[src/rtl/tmds_pkg.sv]
`default_nettype none
// +----------------------------------------------------------------------------+
// | Module      : tmds_pkg                                                     |
// | Description : TMDS control-token constants, token decode helper and the    |
// |               word-aligner FSM state encoding.                             |
// | Revision    : 1.0 - initial release                                        |
// +----------------------------------------------------------------------------+
package tmds_pkg;

  // Control tokens, written as the [9:0] word the TMDS decoder expects.
  localparam logic [9:0] c_token_00 = 10'b1101010100;
  localparam logic [9:0] c_token_01 = 10'b0010101011;
  localparam logic [9:0] c_token_10 = 10'b0101010100;
  localparam logic [9:0] c_token_11 = 10'b1010101011;

  typedef enum logic [1:0] {
    SEARCH = 2'd0,
    SLIP   = 2'd1,
    LOCKED = 2'd2
  } state_t;

  typedef struct packed {
    logic       is_ctrl;
    logic [1:0] ctrl;
  } token_t;

  // Maps a word to {is_ctrl, c1, c0}; non-tokens decode to all zeros.
  function automatic token_t decode_token(input logic [9:0] word);
    token_t tok;
    tok = '0;
    case (word)
      c_token_00: tok = '{is_ctrl: 1'b1, ctrl: 2'b00};
      c_token_01: tok = '{is_ctrl: 1'b1, ctrl: 2'b01};
      c_token_10: tok = '{is_ctrl: 1'b1, ctrl: 2'b10};
      c_token_11: tok = '{is_ctrl: 1'b1, ctrl: 2'b11};
      default:    tok = '0;
    endcase
    return tok;
  endfunction

endpackage
`default_nettype wire

[src/rtl/tmds_bitslip_shifter.sv]
`default_nettype none
// +----------------------------------------------------------------------------+
// | Module      : tmds_bitslip_shifter                                         |
// | Description : 20->10 registered barrel shifter over the current and the    |
// |               previous deserialized word, with token decode and valid.     |
// | Revision    : 1.0 - initial release                                        |
// +----------------------------------------------------------------------------+
module tmds_bitslip_shifter
  import tmds_pkg::*;
(
  input  logic       i_clk,
  input  logic       i_rst_n,
  input  logic [9:0] i_data,
  input  logic       i_valid,
  input  logic [3:0] i_offset,
  output logic [9:0] o_data,
  output logic       o_valid,
  output logic       o_is_ctrl,
  output logic [1:0] o_ctrl
);

  logic [9:0] r_prev;
  logic [9:0] r_data;
  logic       r_valid;
  logic       r_is_ctrl;
  logic [1:0] r_ctrl;

  logic [9:0] w_tap [10];
  logic [9:0] w_word;
  token_t     w_tok;

  // Tap s is ({i_data, r_prev} >> s)[9:0]; the older word sits in the low half.
  for (genvar s = 0; s < 10; s++) begin : g_tap
    if (s == 0) begin : g_zero
      assign w_tap[s] = r_prev;
    end else begin : g_shift
      assign w_tap[s] = {i_data[s-1:0], r_prev[9:s]};
    end
  end

  // Select the tap for the current offset; offsets above 9 never occur.
  always_comb begin
    w_word = w_tap[0];
    for (int s = 1; s < 10; s++) begin
      if (i_offset == 4'(s)) w_word = w_tap[s];
    end
  end

  assign w_tok = decode_token(w_word);

  // Register the aligned word and its decode together; hold data across gaps.
  always_ff @(posedge i_clk) begin
    if (!i_rst_n) begin
      r_prev    <= '0;
      r_data    <= '0;
      r_valid   <= 1'b0;
      r_is_ctrl <= 1'b0;
      r_ctrl    <= '0;
    end else begin
      r_valid <= i_valid;
      if (i_valid) begin
        r_prev    <= i_data;
        r_data    <= w_word;
        r_is_ctrl <= w_tok.is_ctrl;
        r_ctrl    <= w_tok.ctrl;
      end
    end
  end

  assign o_data    = r_data;
  assign o_valid   = r_valid;
  assign o_is_ctrl = r_is_ctrl;
  assign o_ctrl    = r_ctrl;

endmodule
`default_nettype wire

[src/rtl/tmds_rx_word_aligner.sv]
`default_nettype none
// +----------------------------------------------------------------------------+
// | Module      : tmds_rx_word_aligner                                         |
// | Description : Finds the TMDS word boundary by bitslip against control      |
// |               tokens and emits aligned words with lock status.             |
// | Revision    : 1.0 - initial release                                        |
// +----------------------------------------------------------------------------+
module tmds_rx_word_aligner
  import tmds_pkg::*;
#(
  parameter int LOCK_RUN       = 16,
  parameter int SEARCH_TIMEOUT = 2048,
  parameter int LOSS_TIMEOUT   = 4096,
  parameter int SETTLE         = 2
) (
  input  logic       i_clk,
  input  logic       i_rst_n,
  input  logic [9:0] i_data,
  input  logic       i_valid,
  output logic [9:0] o_data,
  output logic       o_valid,
  output logic       o_is_ctrl,
  output logic [1:0] o_ctrl,
  output logic       o_locked,
  output logic [3:0] o_offset
);

  localparam int c_run_w    = $clog2(LOCK_RUN + 1);
  localparam int c_word_w   = $clog2(SEARCH_TIMEOUT + 1);
  localparam int c_loss_w   = $clog2(LOSS_TIMEOUT + 1);
  localparam int c_settle_w = $clog2(SETTLE + 1);

  localparam logic [c_run_w-1:0]    c_run_max    = c_run_w'(LOCK_RUN);
  localparam logic [c_word_w-1:0]   c_word_max   = c_word_w'(SEARCH_TIMEOUT);
  localparam logic [c_loss_w-1:0]   c_loss_max   = c_loss_w'(LOSS_TIMEOUT);
  localparam logic [c_settle_w-1:0] c_settle_max = c_settle_w'(SETTLE);
  localparam logic [3:0]            c_last_off   = 4'd9;

  state_t                  r_state,  w_state_nxt;
  logic [3:0]              r_offset, w_offset_nxt;
  logic                    r_locked, w_locked_nxt;
  logic [c_run_w-1:0]      r_run,    w_run_nxt;
  logic [c_word_w-1:0]     r_words,  w_words_nxt;
  logic [c_loss_w-1:0]     r_loss,   w_loss_nxt;
  // Counts up from 0 after reset/slip; checking is enabled once it reaches SETTLE.
  logic [c_settle_w-1:0]   r_settle, w_settle_nxt;

  logic                    w_check;
  logic [c_run_w-1:0]      w_run_inc;
  logic [c_word_w-1:0]     w_words_inc;
  logic [c_loss_w-1:0]     w_loss_inc;

  tmds_bitslip_shifter u_shifter (
    .i_clk     (i_clk),
    .i_rst_n   (i_rst_n),
    .i_data    (i_data),
    .i_valid   (i_valid),
    .i_offset  (r_offset),
    .o_data    (o_data),
    .o_valid   (o_valid),
    .o_is_ctrl (o_is_ctrl),
    .o_ctrl    (o_ctrl)
  );

  // Only registered words outside the settle window are judged.
  assign w_check     = o_valid && (r_settle == c_settle_max);
  assign w_run_inc   = !o_is_ctrl ? '0 :
                       (r_run == c_run_max) ? r_run : r_run + 1'b1;
  assign w_words_inc = (r_words == c_word_max) ? r_words : r_words + 1'b1;
  assign w_loss_inc  = o_is_ctrl ? '0 :
                       (r_loss == c_loss_max) ? r_loss : r_loss + 1'b1;

  // Next-state and counter logic; a lock on the timeout word takes precedence.
  always_comb begin
    w_state_nxt  = r_state;
    w_offset_nxt = r_offset;
    w_locked_nxt = r_locked;
    w_run_nxt    = r_run;
    w_words_nxt  = r_words;
    w_loss_nxt   = r_loss;
    w_settle_nxt = r_settle;

    if (o_valid && (r_settle != c_settle_max)) w_settle_nxt = r_settle + 1'b1;

    case (r_state)
      SEARCH: begin
        if (w_check) begin
          w_run_nxt   = w_run_inc;
          w_words_nxt = w_words_inc;
          if (w_run_inc == c_run_max) begin
            w_state_nxt  = LOCKED;
            w_locked_nxt = 1'b1;
            w_run_nxt    = '0;
            w_words_nxt  = '0;
            w_loss_nxt   = '0;
          end else if (w_words_inc == c_word_max) begin
            w_state_nxt = SLIP;
          end
        end
      end
      SLIP: begin
        w_offset_nxt = (r_offset == c_last_off) ? 4'd0 : r_offset + 4'd1;
        w_run_nxt    = '0;
        w_words_nxt  = '0;
        w_loss_nxt   = '0;
        w_settle_nxt = '0;
        w_state_nxt  = SEARCH;
      end
      LOCKED: begin
        if (w_check) begin
          w_loss_nxt = w_loss_inc;
          if (w_loss_inc == c_loss_max) begin
            w_state_nxt  = SEARCH;
            w_locked_nxt = 1'b0;
            w_loss_nxt   = '0;
            w_run_nxt    = '0;
            w_words_nxt  = '0;
          end
        end
      end
      default: begin
        w_state_nxt = SEARCH;
      end
    endcase
  end

  // State, offset and counter registers; reset clears everything.
  always_ff @(posedge i_clk) begin
    if (!i_rst_n) begin
      r_state  <= SEARCH;
      r_offset <= '0;
      r_locked <= 1'b0;
      r_run    <= '0;
      r_words  <= '0;
      r_loss   <= '0;
      r_settle <= '0;
    end else begin
      r_state  <= w_state_nxt;
      r_offset <= w_offset_nxt;
      r_locked <= w_locked_nxt;
      r_run    <= w_run_nxt;
      r_words  <= w_words_nxt;
      r_loss   <= w_loss_nxt;
      r_settle <= w_settle_nxt;
    end
  end

  assign o_locked = r_locked;
  assign o_offset = r_offset;

endmodule
`default_nettype wire

[config.mk]
export PLATFORM = sky130hd
export DESIGN_NAME = tmds_rx_word_aligner
export DESIGN_NICKNAME = d
export VERILOG_FILES = /design/src/rtl/tmds_pkg.sv /design/src/rtl/tmds_bitslip_shifter.sv /design/src/rtl/tmds_rx_word_aligner.sv
export SDC_FILE = /design/constraint.sdc
export NUM_CORES = 1
export LEC_CHECK = 0
export ABC_AREA = 1
export BUFFER_PORTS_ARGS = -buffer_cell sky130_fd_sc_hd__buf_4
export CORE_AREA = 2 2 86 121
export DETAILED_ROUTE_END_ITERATION = 6
export DIE_AREA = 0 0 88 123
export PLACE_DENSITY_LB_ADDON = 0.08
export SLEW_MARGIN = 10
export SYNTH_ARGS = -nofsm -noshare
export SYNTH_HDL_FRONTEND = slang
export SYNTH_SLANG_ARGS = --single-unit
[constraint.sdc]
create_clock -name i_clk -period 2.95 [get_ports i_clk]
set_input_delay 0.295 -clock i_clk [delete_from_list [all_inputs] [get_ports i_clk]]
set_output_delay 0.295 -clock i_clk [all_outputs]
set_load 0.1 [all_outputs]
==> summary.txt <==
Outcome
  – Status: completed

Detailed routing
  – Total vias in the final route: 5036
  – Post-route ant nets: 0
  – Routed vias/inst: around 5.2
  – Drt drc: 0
  – DRT iter0 DRCs: slightly below 200
  – TritonRoute pass-1 iters: 4
  – WL/cell: between 10 and 15 um
  – Detailed Route WL: between 10 and 15 mm

Pwr
  – Leakage power: between 2 and 2.5 nW
  – Maximum vdd ir drop: between 0.4 and 0.5 mV
  – Pwr/cell area: roughly 400 nW/um2

Place
  – Dpl cells: 951
  – I/O Buffers: 31
  – HPWL after DPL: roughly 9.2 mm
  – Worst slack, placed: 0.381 ns
  – Placer Congestion: about 0.86
  – Dpl cell area: slightly above 5000 um2

Clock tree
  – # Post-CTS Setup Buffers: 0
  – Maximum root-to-sink buffer count: 2
  – CTS Sinks: 63
  – CTS H-tree lvls: 3
  – Clock transition at the registers of the reported paths: 0.06 ns
  – CTS tree: yes
  – Clock Latency Late Sink: 0.33 ns
  – CTS buffer count: 9
  – Clk root buf: clkbuf_16

Timing
  – Worst setup margin: about 0.47 ns
  – Min Tclk post-route: about 2.5 ns
  – Max_slew headroom: about two thirds
  – Setup TNS: 0 ns
  – Final Max Slew Viols: 0
  – Worst-case clock skew: 0.00685 ns
  – Tightest Pin Transition: roughly 0.5 ns
  – Ratio of final minimum period to clock period: ~84%
  – Final hold vios: 0
  – RSZ-0062 raised after global routing: no
  – Setup-failing EPs final: 0
  – Max Clk Rate: between 0.4 and 0.5 GHz

Floorplan
  – IO Pins: 32
  – Cell Rows: 43
  – Die Ht: 123 um
  – Die X: around 90 um
  – Core area: between 9000 and 10000 um2
  – Initial core utilization: between 40% and 50%
  – Die area: ~11000 um2

Yosys
  – Yosys reg bits: 63
  – Number of synthesized flops with an enable pin: 0
  – Register area share after synthesis: 26.5%
  – Yosys warns: 0
  – Fraction of registers with async set/reset: 0%
  – Main synth FF type: dfxtp_1
  – Synth cell types: 35
  – Syn Std Cell Area: 4750 um2
  – Synth Instances: approximately 810
  – Synth top cells by count: nand2_1 (205), inv_1 (100), nand3_1 (98), nor2_1 (85), a21oi_1 (73)
  – Count leader, synth: nand2_1
  – Synthesized net count: 831
  – Ranking of synthesized cells by area: dfxtp_1 (27%), nand2_1 (16%), nand3_1 (10%)
  – Share of Yosys cell area claimed by the top area cell type: 26.5%
  – Post-Syn Area per Cell: just under 6 um2
  – Synth area leader: dfxtp_1

Layout
  – Fin cells: between 900 and 1k
  – Final Cell Area: roughly 5400 um2
  – N_diodes: 0
  – Final core utilization: a little under three fifths
  – Share of layout cells above drive strength 1: between 10% and 20%
  – Fill count: a little over 1k
  – Area Growth Syn to Fin: 13.0%
  – Final net count: approximately 850
  – Area of the multi-input gates: about 2900 um2
  – Storage element area: ~1300 um2

Global routing
  – Total track usage: between 20% and 30%
  – Pin count of the biggest net entering global routing: 40
  – Antenna violations before repair: 0
  – Vias in the first global route: just under 5k
  – Global-route wire length before repair: 21.4 mm
  – Final global-route overflow total: 0

Min path
  – Min-delay worst type: primary input to flop

Worst setup path
  – Top Family by Delay on Critical Path: simple AND/OR/NAND/NOR gates
  – CP bufs+invs: 0
  – CP arrival: around 2.7 ns
  – Worst stage delay on the critical path: around 0.39 ns
  – Crit path capture type: flop
  – CP Launch Type: flop
  – Critical path data required time: roughly 3.2 ns
  – Crit-path cells: ha_1, nand2_1, nor3_1, nand3_1, or2_2, xor2_1, nand3_1, nor2_1, nand2_1, a21oi_1, nand3_1, nand2_1, nor2_1
  – Worst path slowest cell: dfxtp_1
  – Crit path kind: flop to flop
  – Worst Path Max Fanout: 5

Flow run
  – Max_cap viols: 0
state kept, by name, summed over array words and instances, names as in the netlist:
| register | cells |
|---|---|
| r_loss | 13 |
| r_words | 12 |
| u_shifter.o_data | 10 |
| u_shifter.r_prev | 10 |
| r_run | 5 |
| o_offset | 4 |
| r_settle | 2 |
| r_state | 2 |
| u_shifter.o_ctrl | 2 |
| o_locked | 1 |
| u_shifter.o_is_ctrl | 1 |
| u_shifter.o_valid | 1 |
kinds of logic after synthesis:
family                   Yosys count  synth area share (%)
AO/OA/AOI/OAI                    140                  15.8
AND/OR/NAND/NOR                  429                  39.3
XOR/XNOR                          16                  2.95
buffers and inverters            148                  12.5
flip-flops                        63                  26.5
adder cells (fa/ha/maj)           11                  2.90
cell type report:
class | instances | area share [%]
timing repair buffer | 42 | 6.11
clock buffer | 9 | 4.19
clock inverter | 7 | 0.909
tap | 135 | 3.15
inverter | 115 | 8.04
multi-input combinational | 596 | 54.1
sequential | 63 | 23.5
worst paths after layout:
path                                 start             endpoint  cells after the start  slack (ns)
worst max-delay path            r_words[1]           r_state[1]                     13        0.47
worst min register to register    o_locked             o_locked                      2        0.46
worst max register to register  r_words[1]           r_state[1]                     13        0.47
worst min-delay path             i_data[8]  u_shifter.r_prev[8]                      3        0.26
power breakdown:
group,total (mW),switching (mW),internal [mW]
clock network,0.986,0.418,0.568
logic,0.272,0.192,0.0801
registers,0.907,0.0292,0.878
placed cells by master (no fill, tap or decap), drive strengths merged:
| cell type | n |
|---|---|
| nand2 | 207 |
| inv | 112 |
| nand3 | 98 |
| nor2 | 91 |
| a21oi | 83 |
| dfxtp | 63 |
| o21ai | 52 |
| buf | 42 |
| xor2 | 14 |
| nand4 | 14 |
| ha | 11 |
| clkbuf | 9 |
| nor3 | 9 |
| clkinv | 6 |
| clkinvlp | 4 |
| o211ai | 3 |
| or2 | 2 |
| nor4 | 2 |
| nor3b | 2 |
| xnor2 | 2 |
| a211oi | 2 |
| and3 | 1 |
| nor4b | 1 |
| and3b | 1 |
| nand3b | 1 |
stage by stage:
step	total power [mW]	hold WS, ns
after floorplan	1.12	0.445
after global placement	1.19	0.447
after detailed placement	1.20	0.450
after CTS	2.19	0.251
after global routing	2.25	0.275
final	2.16	0.261
worst min-delay path, delay by kind of cell:
kind / cells / cell delay, ns
buf+inv: 2 / 0.12
compound gates: 1 / 0.13
repair_timing:
| action | CTS | global route |
|---|---|---|
| hold buffers | 0 | 0 |
| endpoints found under the setup margin | 0 | 2 |
| resized for setup | 0 | 1 |
routing by layer:
metal	vias to the layer above	GRT usage [%]	part of all wire [%]
li1	2636	-	-
met1	2260	28.3	42
met2	110	44.6	52
met3	30	3.20	3.6
met4	0	9.52	2.6
met5	-	0	0
(Power assumes the default switching activity.)
